<file path="src/rtl/imem_loader.sv">
// imem_loader: boot-time instruction RAM; loads a program over a
// valid/ready stream, holds the CPU in reset, then serves fetches.
//
// Ports:
//   CK        clock, all state updates on posedge
//   RST       synchronous active-high reset
//   LD_VALID  load word present on LD_DATA
//   LD_READY  registered; high only while loading
//   LD_DATA   program word
//   LD_LAST   marks the final word of the stream
//   IA        CPU instruction address
//   ID        instruction word, combinational from IA
//   CPU_RST   holds the CPU in reset until the program is loaded
//   DONE      high once the program is loaded (RUN)
//   ERR       high on a failed load (FAULT)
//
// Build option: define IMEM_CKSUM_EN to treat the LAST word as a
// 16-bit checksum of the stored words instead of a program word.

module imem_loader #(
    parameter int AW = 8,
    parameter int DW = 16
) (
    input  logic          CK,
    input  logic          RST,
    input  logic          LD_VALID,
    output logic          LD_READY,
    input  logic [DW-1:0] LD_DATA,
    input  logic          LD_LAST,
    input  logic [15:0]   IA,
    output logic [DW-1:0] ID,
    output logic          CPU_RST,
    output logic          DONE,
    output logic          ERR
);

    typedef enum logic [1:0] {
        S_LOAD  = 2'd0,
        S_RUN   = 2'd1,
        S_FAULT = 2'd2
    } state_t;

    localparam logic [AW-1:0] WMAX = '1;

    logic [DW-1:0] mem [2**AW];

    state_t        state;
    logic [AW-1:0] waddr;
    logic [AW:0]   count;
    logic          acc;
    logic          store;
    logic          in_range;

    // LD_READY is only high in LOAD, so it doubles as the state qualifier
    assign acc = LD_VALID & LD_READY;

`ifdef IMEM_CKSUM_EN
    logic [DW-1:0] sum;

    // The LAST word carries the checksum and never lands in RAM
    assign store = acc & ~LD_LAST;
`else
    assign store = acc;
`endif

    // RAM has no reset: contents survive RST and are masked by count
    always_ff @(posedge CK) begin
        if (store) begin
            mem[waddr] <= LD_DATA;
        end
    end

    always_ff @(posedge CK) begin
        if (RST) begin
            state    <= S_LOAD;
            waddr    <= '0;
            count    <= '0;
            LD_READY <= 1'b1;
            CPU_RST  <= 1'b1;
            DONE     <= 1'b0;
            ERR      <= 1'b0;
`ifdef IMEM_CKSUM_EN
            sum      <= '0;
`endif
        end else begin
            unique case (state)
                S_LOAD: begin
                    if (acc) begin
`ifdef IMEM_CKSUM_EN
                        if (LD_LAST) begin
                            LD_READY <= 1'b0;
                            if (sum == LD_DATA) begin
                                state   <= S_RUN;
                                CPU_RST <= 1'b0;
                                DONE    <= 1'b1;
                            end else begin
                                state <= S_FAULT;
                                ERR   <= 1'b1;
                            end
                        end else begin
                            waddr <= waddr + 1'b1;
                            count <= count + 1'b1;
                            sum   <= sum + LD_DATA;
                            // RAM full and still no LAST: overflow
                            if (waddr == WMAX) begin
                                state    <= S_FAULT;
                                LD_READY <= 1'b0;
                                ERR      <= 1'b1;
                            end
                        end
`else
                        waddr <= waddr + 1'b1;
                        count <= count + 1'b1;
                        if (LD_LAST) begin
                            state    <= S_RUN;
                            LD_READY <= 1'b0;
                            CPU_RST  <= 1'b0;
                            DONE     <= 1'b1;
                        end else if (waddr == WMAX) begin
                            // Last RAM slot filled without LAST
                            state    <= S_FAULT;
                            LD_READY <= 1'b0;
                            ERR      <= 1'b1;
                        end
`endif
                    end
                end
                S_RUN: begin
                    state <= S_RUN;
                end
                S_FAULT: begin
                    state <= S_FAULT;
                end
                default: begin
                    state    <= S_FAULT;
                    LD_READY <= 1'b0;
                    CPU_RST  <= 1'b1;
                    DONE     <= 1'b0;
                    ERR      <= 1'b1;
                end
            endcase
        end
    end

    // Addresses beyond the RAM or beyond the loaded image read as zero
    assign in_range = ((IA >> AW) == 16'd0) &&
                      ({1'b0, IA[AW-1:0]} < count);

    assign ID = in_range ? mem[IA[AW-1:0]] : '0;

endmodule

</file>
<file path="config.mk">
export PLATFORM = sky130hd
export DESIGN_NAME = imem_loader
export DESIGN_NICKNAME = d
export VERILOG_FILES = /design/src/rtl/imem_loader.sv
export SDC_FILE = /design/constraint.sdc
export NUM_CORES = 2
export LEC_CHECK = 0
export ABC_AREA = 1
export BUFFER_PORTS_ARGS = -buffer_cell sky130_fd_sc_hd__clkbuf_2
export CAP_MARGIN = 10
export CORE_ASPECT_RATIO = 1.2
export CORE_MARGIN = 5
export CORE_UTILIZATION = 30
export DETAILED_ROUTE_END_ITERATION = 8
export GPL_TIMING_DRIVEN = 0
export PLACE_DENSITY_LB_ADDON = 0.08
export SKIP_CTS_REPAIR_TIMING = 1
export SLEW_MARGIN = 30
export SYNTH_ARGS = -nofsm -noshare
export SYNTH_HDL_FRONTEND = slang
export SYNTH_SLANG_ARGS = --single-unit
</file>
<file path="constraint.sdc">
create_clock -name CK -period 2.55 [get_ports CK]
set_input_delay 0.3825 -clock CK [delete_from_list [all_inputs] [get_ports CK]]
set_output_delay 0.3825 -clock CK [all_outputs]
set_load 0.02 [all_outputs]
</file>
# Word level (Yosys, flattened, before mapping)
# Memory sizes are Yosys's and may differ from the RTL's.
# Cells that the tools add are included.
dict set report totals {
  register_bits 23
  n_memories 1
  inputBits 36
  wordCells 51
  ram_bits 4096
  out_inout_bits 20
}
dict set report op_classes {
  bitwise 2
  addsub 2
  n_eq_ne 8
  order_cmp 1
  n_reduce_logical 9
  mux 21
}
# memory depth word_bits read_ports rd_clocked_by_memory_dff wr line_no
set memory_table {}
lappend memory_table {mem 256 16 1 0 1 45} ;# logic [DW-1:0] mem [2**AW];
# op n
set ops {}
lappend ops {{16-bit logical NOT} 1}
lappend ops {{16-bit two-way mux} 1}
lappend ops {{1-bit two-way mux} 12}
lappend ops {{9-bit by 1-bit adder with 9-bit output, second input constant} 1}
lappend ops {{8-bit by 9-bit < comparator with 1-bit output} 1}
lappend ops {{8-bit by 1-bit adder with 8-bit output, second input constant} 1}
lappend ops {{8-bit equality test, second input constant} 1}
lappend ops {{2-bit != test, second input constant} 4}
lappend ops {{1-bit case mux with 2 select lines} 4}
lappend ops {{2-bit two-way mux} 3}
lappend ops {{3-bit AND reduction} 2}
lappend ops {{2-bit case mux with 2 select lines} 1}
lappend ops {{2-bit AND reduction} 2}
lappend ops {{4-bit AND reduction} 1}
lappend ops {{3-bit != test, second input constant} 1}
lappend ops {{2-bit by 1-bit equality test with 1-bit output, second input constant} 1}
lappend ops {{2-bit equality test, second input constant} 1}
lappend ops {{2-bit logical NOT} 1}
lappend ops {{2-bit OR reduction} 1}
lappend ops {{1-bit bitwise AND} 1}
lappend ops {{1-bit logical AND} 1}
lappend ops {{1-bit NOT} 1}

# Logic depth before layout (Yosys ltp)
dict set report depth {
  ltp_word 5
  mapped_depth 15
  mapped_depth_nobuf 11
}

# Worst setup path before layout
# OpenSTA, ideal clock, no wires.
dict set report synth_timing {
  path_type {flip-flop to flip-flop}
  start {register LD_READY}
  end {memory mem[101][0] (enable)}
  path_stages_with_launch 8
  synth_period_minus_slack_ps 2623
  slack_ps -73
  n_path_buf 3
  t_arrival_ps 2235
  setup_ps 388
  required_ps 2162
  path_cell_list {dfxtp_1 > nand2_1 > inv_1 > clkbuf_1 > buf_1 > nand2_1 > clkbuf_1 > nor2_1}
}
dict set report synth_via {
  elab_chain_cells 3
}
# item line_no
set synth_rtl {}
lappend synth_rtl {{start: declaration} 27} ;# output logic LD_READY,
lappend synth_rtl {{start signal: assignment} 78} ;# LD_READY <= 1'b1;
lappend synth_rtl {{start signal: assignment} 116} ;# LD_READY <= 1'b0;
lappend synth_rtl {{start signal: assignment} 122} ;# LD_READY <= 1'b0;
lappend synth_rtl {{1-bit bitwise AND} 55} ;# assign acc = LD_VALID & LD_READY;
lappend synth_rtl {{1-bit two-way mux} 68} ;# if (store) begin
lappend synth_rtl {{1-bit two-way mux (not written as such)} 69} ;# mem[waddr] <= LD_DATA;
lappend synth_rtl {{end: declaration} 45}
# Every way passes these cells.

# Worst setup path in the final report
dict set report layout_timing {
  start {input port IA[2]}
  end {output port ID[12]}
}
dict set report layout_via {
  elab_chain_cells 3
  word_cells_on_any_way 4
  cone_classes {order compare: 1; mux: 1; reduce/logical: 1; memory: 1}
}
# item line_no
set layout_rtl {}
lappend layout_rtl {{start: declaration} 30} ;# input logic [15:0] IA,
lappend layout_rtl {{parallel branches: the longest is 2 deep, another holds memory read 256 x 16 bit} -}
lappend layout_rtl {{16-bit two-way mux (*)} 149} ;# assign ID = in_range ? mem[IA[AW-1:0]] : '0;
lappend layout_rtl {{end: declaration} 31} ;# output logic [DW-1:0] ID,
# Every way passes the cells marked *.

==> flow_metrics.tcl <==
set metrics [dict create \
    cellPowerDensity_nw_per_um2 734 \
    synth_nets 13800 \
    post_synth_instance_area_um2 167000 \
    route.detailed.vias_per_inst 5.52 \
    period_needed_ns 4.12 \
    worst_setup_path_end_kind "output pin" \
    portion_of_the_post_synthesis_area_used_by_sequential_elements_pct 74.0 \
    total_of_flip_flops_plus_latches_after_synthesis 4119 \
    cp_data_required_time_ns 2.17 \
    ir_drop_mv 0.570 \
    failed_checks "setup timing" \
    chipWidth_um 691 \
    numClockSinks 4119 \
    remaining_drc_errors 0 \
    chipHeight_um 827 \
    total_power_w 0.154 \
    grt_pass1_vias 114000 \
    slew_headroom_pct 26.4 \
    drt_first_pass_iters 7 \
    hp-start "LD_VALID" \
    die_ar_um2 571000 \
    run_status "finished, violations left" \
    num-nets-final 14900 \
    total_switching_power_w 0.0401 \
    swShare_pct 25.9 \
    clkTransAtPathRegs_ns 0.05 \
    p_leak_nw 73.4 \
    whs_ns 0.0483 \
    floorplan.rows 300 \
    crit_type "in -> out" \
    num-fill-cells 53200 \
    hold_viol_final 0 \
    ant_nets 0 \
    cts_tree "yes" \
    portBuffers 53 \
    floorplan.initialDensity_pct 30.0 \
    holdPathStages 5 \
    tightestPinTransition_ns 1.10 \
    io_pins 56 \
    hold-path-endpoint "count[2]" \
    max_slew_violation_count 0 \
    hpwlAfterDp_mm 667 \
    final_core_util_pct 37.9 \
    timing.critical_path.fanout_max 10 \
    worst_r2r_startpoint "waddr[1]" \
    syn-mean-instance-area_um2 12.1 \
    sequential_cell_area_um2 123000 \
    synth_enable_flop_cells 4096 \
    grt_start_max_net_pins 101 \
    clock_skew_ns 0.0751 \
    numCtsBuffers 444 \
    max-clock-path-buffers 4 \
    fin_ws_ns -1.57 \
    final.period_utilization_pct 162 \
    cell_family_with_the_largest_share_of_critical_path_delay "simple AND/OR/NAND/NOR gates" \
    rsz_0062_raised_after_global_routing "true" \
    synthCells 13800 \
    stdcell_area_um2 210000 \
    asyncSetResetFlopFracSynth_pct 0 \
    timing.rr.end "mem[47][10]" \
    timing.reg2reg.worst_path_depth 7 \
    grt_first_pass_wirelength_mm 1180 \
    maxCapViolations 0 \
    number_of_vias_after_detailed_routing 125000 \
    area_after_dpl_um2 191000 \
    final_layout_size_suffix_gt1_share_pct 17.5 \
    synth_flop_cell "sky130_fd_sc_hd__edfxtp_1" \
    grtUsageTotal_pct 31.3 \
    setup_viol_count_final 3662 \
    core_um2 555000 \
    pwr-share-clk_pct 42.5 \
    crit_chain "clkbuf_4 > buf_6 > inv_6 > buf_12 > buf_6 > nand3_1 > nand3_1 > nand3_1 > nand3_1 > nand3_2 > nand3_4 > nand2_8 > nor2_4 > buf_6" \
    cp.arrival_ns 3.74 \
    worst_path_buffer_plus_inverter_count 6 \
    max_freq_ghz 0.243 \
    drt-initial-drc-count 17500 \
    ctsRootBufferMaster "sky130_fd_sc_hd__clkbuf_16" \
    drt-wirelength-per-cell_um 40.7 \
    comb_power_share_pct 9.1 \
    gp_congestion 0.965 \
    clock_latency_ns 1.14 \
    critical_path.max_stage_delay_ns 0.40 \
    cellInternalPower_w 0.114 \
    crit_path_top_delay_cell "sky130_fd_sc_hd__nand3_2" \
    power.share.sequential_pct 48.4 \
    hold_path_class "in -> reg" \
    area_growth_pct 26.1 \
    multiInputGateArea_um2 41200 \
    yosys_warnings 0 \
    timing.reg2reg.setup_slack_ns -0.84 \
    ctsHtreeMaxLevel 5 \
    crit_top_cell "sky130_fd_sc_hd__nand3_1" \
    pre_cts_ws_ns -3.34 \
    synth_cell_types 31 \
    wl_mm 923 \
    antenna_found_initial 55 \
    startpoint_type "input pin" \
    globalRouteOverflowTotal 0 \
]
cells in the final DEF (no fill, tap or decap), drive strengths merged, types with 2 or more instances in the layout:
cell type    synthesis  routed
clkinvlp             0       4
nand3             4026    4026
o22ai                2       2
nand4                2       2
ha                  14      14
inv                 62      71
o21ai               18      18
bufinv               0      38
diode                0      40
buf                765    1288
edfxtp            4096    4096
or4                  2       2
a21oi               22      22
nand2             4195    4195
clkbuf             174     883
clkinv               1     193
nor2               352     352
nor3                 8       8
dfxtp               23      23
dlygate4sd3          0      18
metal layers:
| layer | GRT usage (%) | wire length [um] | vias to the layer above |
|---|---|---|---|
| met5 | 0.275 | 476 | - |
| met4 | 20.6 | 71700 | 23 |
| met3 | 7.16 | 80300 | 2092 |
| met2 | 50.0 | 427000 | 7190 |
| met1 | 37.9 | 344000 | 64300 |
| li1 | - | - | 51600 |
worst max-delay path by stage:
stage	to	cells after the start	start
4_1_cts	ID[4]	14	IA[2]
6_report	ID[12]	14	IA[2]
3_3_place_gp	ID[11]	13	IA[2]
5_1_grt	ID[12]	14	IA[2]
2_1_floorplan	mem[101][0]	7	LD_READY
3_5_place_dp	ID[4]	14	IA[2]
tightest hold or removal path, stage by stage:
cell and delay (ns):
sky130_fd_sc_hd__clkbuf_2 0.10, sky130_fd_sc_hd__nand2_4 0.18, sky130_fd_sc_hd__nor2_2 0.19, sky130_fd_sc_hd__a21oi_1 0.17
sky130_fd_sc_hd__nor2_1 0.05
power groups by stage:
stage | Combinational (W) | Clock, W | Sequential, W
after floorplan | 0.00494 | 0 | 0.0762
after global placement | 0.0123 | 0 | 0.0768
after detailed placement | 0.0130 | 0 | 0.0762
after CTS | 0.0131 | 0.0659 | 0.0747
after global routing | 0.0142 | 0.0686 | 0.0747
final | 0.0140 | 0.0656 | 0.0747
kinds of logic (layout without fill, tap and decap cells):
group           after synthesis  after routing  synth area share (%)
xor+xnor                      1              1               0.00525
simple gates               8586           8586                  22.4
other cells                   0             40                     0
compound gates               47             47                 0.152
fa+ha+maj                    14             14                 0.105
buf+inv                    1002           2496                  3.34
flops                      4119           4119                  74.0
area by class of cell:
| type | count | share of cell area [%] |
|---|---|---|
| sequential | 4119 | 58.7 |
| antenna | 40 | 0.0476 |
| inverter | 63 | 0.120 |
| buffer | 939 | 3.45 |
| multi-input combinational | 8648 | 19.6 |
| clock buffer | 571 | 5.65 |
| clock inverter | 243 | 1.03 |
| timing repair buffer | 680 | 7.01 |
| tap | 7399 | 4.40 |
registers in the layout, summed over array words and instances (netlist names):
signal / cells
mem: 4096
DONE: 1
state: 2
CPU_RST: 1
ERR: 1
count: 9
waddr: 8
LD_READY: 1
cells in the mapped netlist (18+ instances only):
master	number	share of area (%)
sky130_fd_sc_hd__nor2_1	352	0.79
sky130_fd_sc_hd__inv_1	58	0.13
sky130_fd_sc_hd__nand2_1	4195	9.4
sky130_fd_sc_hd__edfxtp_1	4096	74
sky130_fd_sc_hd__dfxtp_1	23	0.28
sky130_fd_sc_hd__clkbuf_1	173	0.39
sky130_fd_sc_hd__buf_4	112	0.50
sky130_fd_sc_hd__o21ai_0	18	0.054
sky130_fd_sc_hd__buf_1	100	0.23
sky130_fd_sc_hd__nand3_1	4026	12
sky130_fd_sc_hd__buf_6	108	0.73
sky130_fd_sc_hd__a21oi_1	22	0.066
sky130_fd_sc_hd__buf_2	443	1.3
stage by stage:
stage	setup TNS (ns)	instances
finish	-1390.73	22700
global route	-1059.17	22700
CTS	-5310.71	22500
detailed placement	-5210.23	21700
global placement	-	21200
floorplan	-93.87	13800
(Power assumes the default switching activity.)
